==> config.mk <==
export PLATFORM = sky130hd
export DESIGN_NAME = uart_tx_mmio
export DESIGN_NICKNAME = d
export VERILOG_FILES = /design/src/rtl/uart_tx_mmio.sv
export SDC_FILE = /design/constraint.sdc
export NUM_CORES = 1
export LEC_CHECK = 0
export BUFFER_PORTS_ARGS = -buffer_cell sky130_fd_sc_hd__buf_2
export CAP_MARGIN = 20
export CELL_PAD_IN_SITES_DETAIL_PLACEMENT = 2
export CELL_PAD_IN_SITES_GLOBAL_PLACEMENT = 2
export CORE_MARGIN = 2
export CORE_UTILIZATION = 36
export CTS_BUF_LIST = sky130_fd_sc_hd__clkbuf_16
export DETAILED_ROUTE_END_ITERATION = 10
export PLACE_DENSITY_LB_ADDON = 0.2
export REMOVE_ABC_BUFFERS = 1
export SYNTH_ARGS = -nofsm -noshare
export SYNTH_HDL_FRONTEND = slang
export SYNTH_SLANG_ARGS = --single-unit
==> constraint.sdc <==
create_clock -name clk_i -period 6.8 [get_ports clk_i]
set_input_delay 2.04 -clock clk_i [delete_from_list [all_inputs] [get_ports clk_i]]
set_output_delay 2.04 -clock clk_i [all_outputs]
set_load 0.05 [all_outputs]
==> src/rtl/uart_tx_mmio.sv <==
// Memory-mapped 8N1 UART transmitter. A TXDATA store is queued in a FIFO; reads answer one cycle after the request.
// A store to a full FIFO with no pop in the same cycle is dropped and sets the sticky overflow flag. There is no bus stall.

module uart_tx_fifo #(
  parameter int W     = 8,
  parameter int DEPTH = 8
) (
  input  logic         clk_i,
  input  logic         rst_n_i,
  input  logic         push_vld,
  input  logic [W-1:0] push_dat,
  input  logic         pop_rdy,
  output logic [W-1:0] pop_dat,
  output logic         full,
  output logic         empty,
  output logic         empty_nxt,
  output logic         drop
);
  localparam int AW = $clog2(DEPTH);

  logic [W-1:0] mem [DEPTH];
  logic [AW:0]  wr_ptr, rd_ptr;
  logic         push_ok, pop_ok;

  assign empty   = (wr_ptr == rd_ptr);
  assign full    = (wr_ptr[AW] != rd_ptr[AW]) && (wr_ptr[AW-1:0] == rd_ptr[AW-1:0]);
  assign pop_ok  = pop_rdy && !empty;
  // A pop in the same cycle frees the slot, so a push to a full FIFO is still taken.
  assign push_ok = push_vld && (!full || pop_ok);
  assign drop    = push_vld && !push_ok;
  assign pop_dat = mem[rd_ptr[AW-1:0]];
  assign empty_nxt = ((wr_ptr + (AW+1)'(push_ok)) == (rd_ptr + (AW+1)'(pop_ok)));

  always_ff @(posedge clk_i) begin
    if (push_ok) mem[wr_ptr[AW-1:0]] <= push_dat;
  end

  always_ff @(posedge clk_i or negedge rst_n_i) begin
    if (!rst_n_i) begin
      wr_ptr <= '0;
      rd_ptr <= '0;
    end else begin
      if (push_ok) wr_ptr <= wr_ptr + 1'b1;
      if (pop_ok)  rd_ptr <= rd_ptr + 1'b1;
    end
  end
endmodule

module uart_tx_mmio #(
  parameter int FIFO_DEPTH  = 8,
  parameter int DEFAULT_DIV = 868
) (
  input  logic        clk_i,
  input  logic        rst_n_i,
  input  logic        req_i,
  input  logic        we_i,
  input  logic [3:0]  addr_i,
  input  logic [31:0] wdata_i,
  output logic [31:0] rdata_o,
  output logic        rvalid_o,
  output logic        tx_o,
  output logic        irq_o
);
  typedef enum logic [1:0] {IDLE, START, DATA, STOP} state_t;

  localparam logic [3:0] A_TXDATA = 4'h0;
  localparam logic [3:0] A_STATUS = 4'h4;
  localparam logic [3:0] A_BAUD   = 4'h8;
  localparam logic [31:0] DEF_DIV32 = DEFAULT_DIV;

  state_t      state;
  logic [15:0] baud_div;
  logic [15:0] cnt;
  logic [7:0]  shift;
  logic [2:0]  bit_cnt;
  logic        ier, ovf;

  logic        wr, rd, push, pop, ier_nxt;
  logic [7:0]  fifo_dat;
  logic        fifo_full, fifo_empty, fifo_empty_nxt, fifo_drop;
  logic [15:0] reload;
  logic [31:0] status, rd_mux;

  assign wr     = req_i && we_i;
  assign rd     = req_i && !we_i;
  assign push   = wr && (addr_i == A_TXDATA);
  assign reload = (baud_div == 16'd0) ? 16'd0 : baud_div - 16'd1;
  assign pop    = !fifo_empty && ((state == IDLE) || ((state == STOP) && (cnt == 16'd0)));

  uart_tx_fifo #(.W(8), .DEPTH(FIFO_DEPTH)) u_fifo (
    .clk_i     (clk_i),
    .rst_n_i   (rst_n_i),
    .push_vld  (push),
    .push_dat  (wdata_i[7:0]),
    .pop_rdy   (pop),
    .pop_dat   (fifo_dat),
    .full      (fifo_full),
    .empty     (fifo_empty),
    .empty_nxt (fifo_empty_nxt),
    .drop      (fifo_drop)
  );

  assign status = {27'd0, ier, ovf, (state != IDLE), fifo_empty, fifo_full};

  always_comb begin
    rd_mux = 32'd0;
    case (addr_i)
      A_STATUS: rd_mux = status;
      A_BAUD:   rd_mux = {16'd0, baud_div};
      default:  rd_mux = 32'd0;
    endcase
  end

  assign ier_nxt = (wr && (addr_i == A_STATUS)) ? wdata_i[4] : ier;

  // Register block: bus writes, read response, sticky flags and the interrupt.
  always_ff @(posedge clk_i or negedge rst_n_i) begin
    if (!rst_n_i) begin
      baud_div <= DEF_DIV32[15:0];
      ier      <= 1'b0;
      ovf      <= 1'b0;
      rdata_o  <= 32'd0;
      rvalid_o <= 1'b0;
      irq_o    <= 1'b0;
    end else begin
      rvalid_o <= rd;
      rdata_o  <= rd ? rd_mux : 32'd0;
      ier      <= ier_nxt;
      irq_o    <= ier_nxt && fifo_empty_nxt;
      if (wr && (addr_i == A_BAUD)) baud_div <= wdata_i[15:0];
      if (fifo_drop) ovf <= 1'b1;
      else if (wr && (addr_i == A_STATUS) && wdata_i[3]) ovf <= 1'b0;
    end
  end

  // Each START/DATA/STOP bit is held for reload+1 cycles; the divider is sampled at every reload.
  always_ff @(posedge clk_i or negedge rst_n_i) begin
    if (!rst_n_i) begin
      state   <= IDLE;
      tx_o    <= 1'b1;
      cnt     <= 16'd0;
      shift   <= 8'd0;
      bit_cnt <= 3'd0;
    end else begin
      case (state)
        IDLE: begin
          tx_o <= 1'b1;
          if (!fifo_empty) begin
            shift   <= fifo_dat;
            bit_cnt <= 3'd0;
            cnt     <= reload;
            tx_o    <= 1'b0;
            state   <= START;
          end
        end
        START: begin
          if (cnt != 16'd0) begin
            cnt <= cnt - 16'd1;
          end else begin
            tx_o  <= shift[0];
            shift <= shift >> 1;
            cnt   <= reload;
            state <= DATA;
          end
        end
        DATA: begin
          if (cnt != 16'd0) begin
            cnt <= cnt - 16'd1;
          end else begin
            cnt <= reload;
            if (bit_cnt == 3'd7) begin
              tx_o  <= 1'b1;
              state <= STOP;
            end else begin
              tx_o    <= shift[0];
              shift   <= shift >> 1;
              bit_cnt <= bit_cnt + 3'd1;
            end
          end
        end
        STOP: begin
          if (cnt != 16'd0) begin
            cnt <= cnt - 16'd1;
          end else if (!fifo_empty) begin
            shift   <= fifo_dat;
            bit_cnt <= 3'd0;
            cnt     <= reload;
            tx_o    <= 1'b0;
            state   <= START;
          end else begin
            state <= IDLE;
          end
        end
        default: begin
          state <= IDLE;
          tx_o  <= 1'b1;
        end
      endcase
    end
  end
endmodule
=== Yosys cells after proc, flatten, opt, wreduce, memory -nomap -nowiden ===
Memories as Yosys holds them, arrays and structs flattened.
Cells that the tools add are included.

* Equality and inequality tests: 17
* Shift-type cells: 0
* Mux-type cells: 37
* Bitwise logic cells: 0
* Add/subtract/negate cells: 7
* Magnitude comparators: 0
* Div/mod/pow operators: 0
* Multipliers: 0
* Reductions and logical operators: 32

{| class="wikitable"
|+ Operators with widths
! cell !! number
|-
| $mux W16 || 4
|-
| $pmux W16 S3 || 1
|-
| $mux W8 || 5
|-
| $logic_not A16 Y1 || 2
|-
| $mux W32 || 1
|-
| $pmux W16 S2 || 1
|-
| $pmux W8 S4 || 1
|-
| $sub A16 B1 Y16 const B || 2
|-
| $reduce_bool A16 Y1 || 1
|-
| $ne A2 B2 Y1 const B || 7
|-
| $logic_and A1 B1 Y1 || 13
|-
| $mux W1 || 12
|-
| $mux W3 || 4
|-
| $reduce_and A4 Y1 || 3
|-
| $mux W2 || 5
|-
| $pmux W3 S3 || 1
|-
| $add A4 B1 Y4 || 2
|-
| $add A4 B1 Y4 const B || 2
|-
| $eq A4 B4 Y1 || 2
|-
| $pmux W2 S4 || 1
|-
| $reduce_and A5 Y1 || 1
|-
| $eq A2 B2 Y1 const B || 2
|-
| $eq A4 B3 Y1 const B || 1
|-
| $eq A4 B4 Y1 const B || 1
|-
| other kinds (13) || 18
|}

* Output and inout bits: 35
* Flip-flop bits (word level): 90
* Memory bits (writable): 64
* Input port bits: 40
* Bits in read-only memories: 0
* Memories kept: 1
* Bits in latches: 0

{| class="wikitable"
|+ Memories
! memory !! words !! width !! rd ports !! clocked after memory_dff !! wr ports !! line !! source
|-
| u_fifo.mem || 8 || 8 || 1 || 0 || 1 || 21 || <nowiki>logic [W-1:0] mem [DEPTH];</nowiki>
|}

=== Logic depth before layout (Yosys ltp) ===
* Depth after elaboration: 10
* Depth in mapped cells: 15
* Mapped depth without buffers: 13

=== By module ===
A second synthesis with hierarchy kept.

* Cells, all modules: 562
* Area total of the unflattened synthesis: 7,004.2 µm²

{| class="wikitable"
|+ Modules (own cells, without submodules)
! module !! seq. area each (µm²) !! times used !! area each (µm²) !! cells each
|-
| uart_tx_mmio || 1,659.1 || 1 || 3,900.0 || 396
|-
| uart_tx_fifo || 2,122.0 || 1 || 3,104.2 || 166
|}

=== Worst setup path after synthesis ===
OpenSTA, ideal clock, no wires.

* Kind: input to register
* Start: input port addr_i[1]
* End: memory u_fifo.mem[0][0], enable pin
* Arrival: 3,588 ps
* Library setup time: 395 ps
* Cell stages on the path: 5
* Data required time: 6,405 ps
* Path slack: 2,817 ps
* Cell sequence: nor3_1 nor3b_1 nand2b_1 buf_2 nor4_1

* Longest elaborated chain between the ends: 5

{| class="wikitable"
|+ RTL lines
! element !! line !! source
|-
| from (decl) || 57 || <nowiki>input logic [3:0] addr_i,</nowiki>
|-
| $logic_not A4 Y1 || 86 || <nowiki>assign push = wr && (addr_i == A_TXDATA);</nowiki>
|-
| $logic_and A1 B1 Y1 || 86 ||
|-
| $logic_and A1 B1 Y1 || 29 || <nowiki>assign push_ok = push_vld && (!full || pop_ok);</nowiki>
|-
| $mux W1 || 35 || <nowiki>if (push_ok) mem[wr_ptr[AW-1:0]] <= push_dat;</nowiki>
|-
| $mux W1 (implied by the code) || 35 ||
|-
| to (decl) || 21 ||
|}

Every way passes these cells.

=== Worst setup path after layout ===
* Start: input port addr_i[1]
* End: memory u_fifo.mem[6][1], enable pin

* Longest elaborated chain between the ends: 5

{| class="wikitable"
|+ RTL lines
! element !! line !! source
|-
| $logic_not A4 Y1 || 86 ||
|-
| $logic_and A1 B1 Y1 || 86 ||
|-
| $logic_and A1 B1 Y1 || 29 ||
|-
| via u_fifo.push_ok || 23 || <nowiki>logic push_ok, pop_ok;</nowiki>
|-
| $mux W1 || 35 ||
|-
| $mux W1 (implied by the code) || 35 ||
|}

The timed path passes the listed nets, and every way through them passes these cells.

==> results.toml <==
[grt]
grt_max_degree = 75
antenna_found_initial = 0
grt_use_total_pct = 20.2
met2_usage_pct = 33.6
grt_pass1_vias = 5306
met3_usage_pct = 2.73
grt_overflow_total = 0
use_met1_pct = 27.8
grt.busiest_layer = "met2"
grt_pass1_wl_um = 30800

[routing]
vias = 4739
drc = 0
dr.pass1.iters = 4
drt-initial-drc-count = 221
vias_per_cell = 5.56
wire_per_inst_um = 22.3
ant_nets = 0
routed_wl_um = 19000

[timing]
tns_ns = 0
fin_crit_ns = 4.05
timing.final.crit_share_pct = 59.5
fin_skew_ns = 0.0105
rsz0062_at_grt = "no"
slew_headroom_pct = 30.4
worstMarginPinSlew_ns = 1.04
final_max_slew_viol_count = 0
setup_viol = 0
fmaxAchievable_mhz = 247
worst_hold_slack_ns = 0.506
hold_viol = 0

[setup_path]
cp-startpoint = "addr_i[1]"
crit_type = "in2reg"
r2r_start = "u_fifo.rd_ptr[1]"
end_kind = "flop"
cp.required_ns = 6.84
r2r_cells = 10
reg2reg_to = "irq_o"
ff2ff_setup_slack_ns = 2.91
crit_arrival_ns = 4.09
startpoint_type = "primary input"
crit_fanout = 8

[place]
gp_congestion = 0.781
hpwl_um = 13300
io_buffers = 42
placedCellCount = 819

[cells_and_area]
nets = 663
fin_cells = 853
final_common_cell = "dfrtp_1"
num_antenna_cells = 0
drive_gt1_share_pct = 23.6
most-common-layout-cells = "dfrtp_1 (68), edfxtp_1 (64), nand2_1 (48)"
layout-area-overhead-vs-synth_pct = 14.6
nFillCells = 1918

[cts]
ctsHoldBuffers = 0
clock-sinks = 138
cts_resized = 0
root_buffer = "clkbuf_16"
cts_buffer_depth = 2
clk-insertion-delay-late_ns = 0.43
post_cts_buffers = 0
cts.htree.levels = 4
clk_pin_slew_ns = 0.07
tritoncts = "built"
cts_buffers = 17

[power]
power_switching_share_pct = 40.0
p_sw_w = 0.00137
ir_drop_v = 0.000227
powerDensity_nw_per_um2 = 438
intPower_w = 0.00206
sequentialPowerShare_pct = 34.7
clock_power_share_pct = 26.8
comb_power_share_pct = 38.5
p_leak_nw = 3.17

[status]
status = "finished clean"

[floorplanning]
dieWidth_um = 142
die_area_um2 = 20100
fp.dieH_um = 142
initial_utilization_pct = 36.6
core_area_um2 = 18600
num_io_pins = 75
rows = 50

[yosys]
synth-main-ff-cell = "dfrtp_1"
seq_area_frac_synth_pct = 55.4
synth_area_um2 = 6830
ys_async_sr_fraction_pct = 53.6
synth.avg_cell_area_um2 = 12.1
yosys_warnings = 0
synth_cell_types = 70
synth_cells = 564
synth-seq-cells = 138
synth_edf_count = 64

[min_path]
min-delay-path-class = "reg2reg"
hold_path_end = "bit_cnt[1]"
hp-start = "bit_cnt[1]"
min_path_cells = 1

[flow_run]
maxCapViolCount = 0
-- final cells by class --
| class | instances | area [µm²] | share of cell area, % |
|---|---|---|---|
| Tap cell | 234 | 293 | 3.74 |
| Timing Repair Buffer | 51 | 298 | 3.81 |
| Sequential cell | 138 | 3780 | 48.3 |
| Clock inverter | 15 | 158 | 2.02 |
| Multi-Input combinational cell | 386 | 2820 | 36.1 |
| Inverter | 12 | 45.0 | 0.576 |
| Clock buffer | 17 | 425 | 5.44 |
-- layer usage --
metal / vias to the layer above / part of all wire [%]
met3: 16 / 2.7
met2: 79 / 50
met5: - / 0
met4: 0 / 1.3
li1: 2155 / -
met1: 2489 / 46
-- per-stage QoR --
stage               utilization, %  instance area [µm²]  total power (W)  setup slack (ns)
floorplan                        -                 6650          0.00210              2.80
global placement              38.7                 7210          0.00243              2.53
detailed placement            38.7                 7210          0.00251              2.24
CTS                           41.8                 7790          0.00345              2.70
global route                  42.0                 7820          0.00364              2.56
finish                        42.0                 7820          0.00343              2.75
-- state kept, by name (all words and copies together) (netlist names) --
name           count
u_fifo.mem        64
baud_div          16
cnt               16
rdata_o           16
shift              8
u_fifo.rd_ptr      4
u_fifo.wr_ptr      4
bit_cnt            3
state              2
ier                1
irq_o              1
ovf                1
rvalid_o           1
tx_o               1
-- power by group through the flow --
| stage | registers (W) | clock network [W] | logic, W |
|---|---|---|---|
| finish | 0.00119 | 0.000920 | 0.00132 |
| global route | 0.00121 | 0.000967 | 0.00146 |
| CTS | 0.00119 | 0.000934 | 0.00133 |
| detailed placement | 0.00120 | 0 | 0.00131 |
| global placement | 0.00119 | 0 | 0.00124 |
| floorplan | 0.00118 | 0 | 0.000921 |
-- critical path, stage by stage --
cell and delay (ns):
buf_2 0.11, nor3_1 0.31, nor3b_1 0.32, nand2b_1 0.27, inv_2 0.16, nand2_1 0.11
nor2_1 0.77
-- cells by family after synthesis --
kind of cell               Yosys count  synth area share [%]
other                                1                0.0549
and+or+nand+nor                    180                  13.5
buffers and inverters               55                  4.09
muxes                               50                  10.7
xor gates and xnor gates            24                  3.08
AOI/OAI and AO/OA                   99                  10.1
adders and majority gates           17                  3.12
DFF                                138                  55.4
-- synth_stat cells (all sizes together), types with 4 or more instances --
| master | count | share of area (%) |
|---|---|---|
| nor4 | 6 | 0.86 |
| nand2 | 49 | 2.7 |
| dfrtp | 68 | 25 |
| o21ai | 26 | 1.9 |
| a21oi | 22 | 1.7 |
| edfxtp | 64 | 28 |
| ha | 17 | 3.1 |
| dfstp | 6 | 2.3 |
| xor2 | 7 | 0.90 |
| nand3 | 12 | 0.88 |
| buf | 25 | 2.4 |
| mux2i | 10 | 1.5 |
| a31oi | 5 | 0.55 |
| mux4 | 16 | 5.3 |
| inv | 12 | 0.66 |
| nand2b | 6 | 0.55 |
| nor2 | 44 | 2.5 |
| and3 | 13 | 1.2 |
| xnor2 | 17 | 2.2 |
| a221o | 9 | 1.3 |
| nand4 | 6 | 0.55 |
| o31ai | 6 | 0.66 |
| clkbuf | 18 | 1.0 |
| mux2 | 24 | 4.0 |
| or3 | 5 | 0.46 |
| or2 | 4 | 0.37 |
| nor3 | 17 | 1.4 |
| nor3b | 4 | 0.44 |
-- worst max-delay path by stage --
| stage | slack [ns] | end |
|---|---|---|
| 5_1_grt | 2.56 | u_fifo.mem[6][1] |
| 2_1_floorplan | 2.80 | u_fifo.mem[0][0] |
| 6_report | 2.75 | u_fifo.mem[6][1] |
| 3_5_place_dp | 2.24 | u_fifo.mem[6][2] |
| 3_3_place_gp | 2.53 | u_fifo.mem[5][2] |
| 4_1_cts | 2.70 | u_fifo.mem[6][1] |
Power figures use the tool's default switching activity.
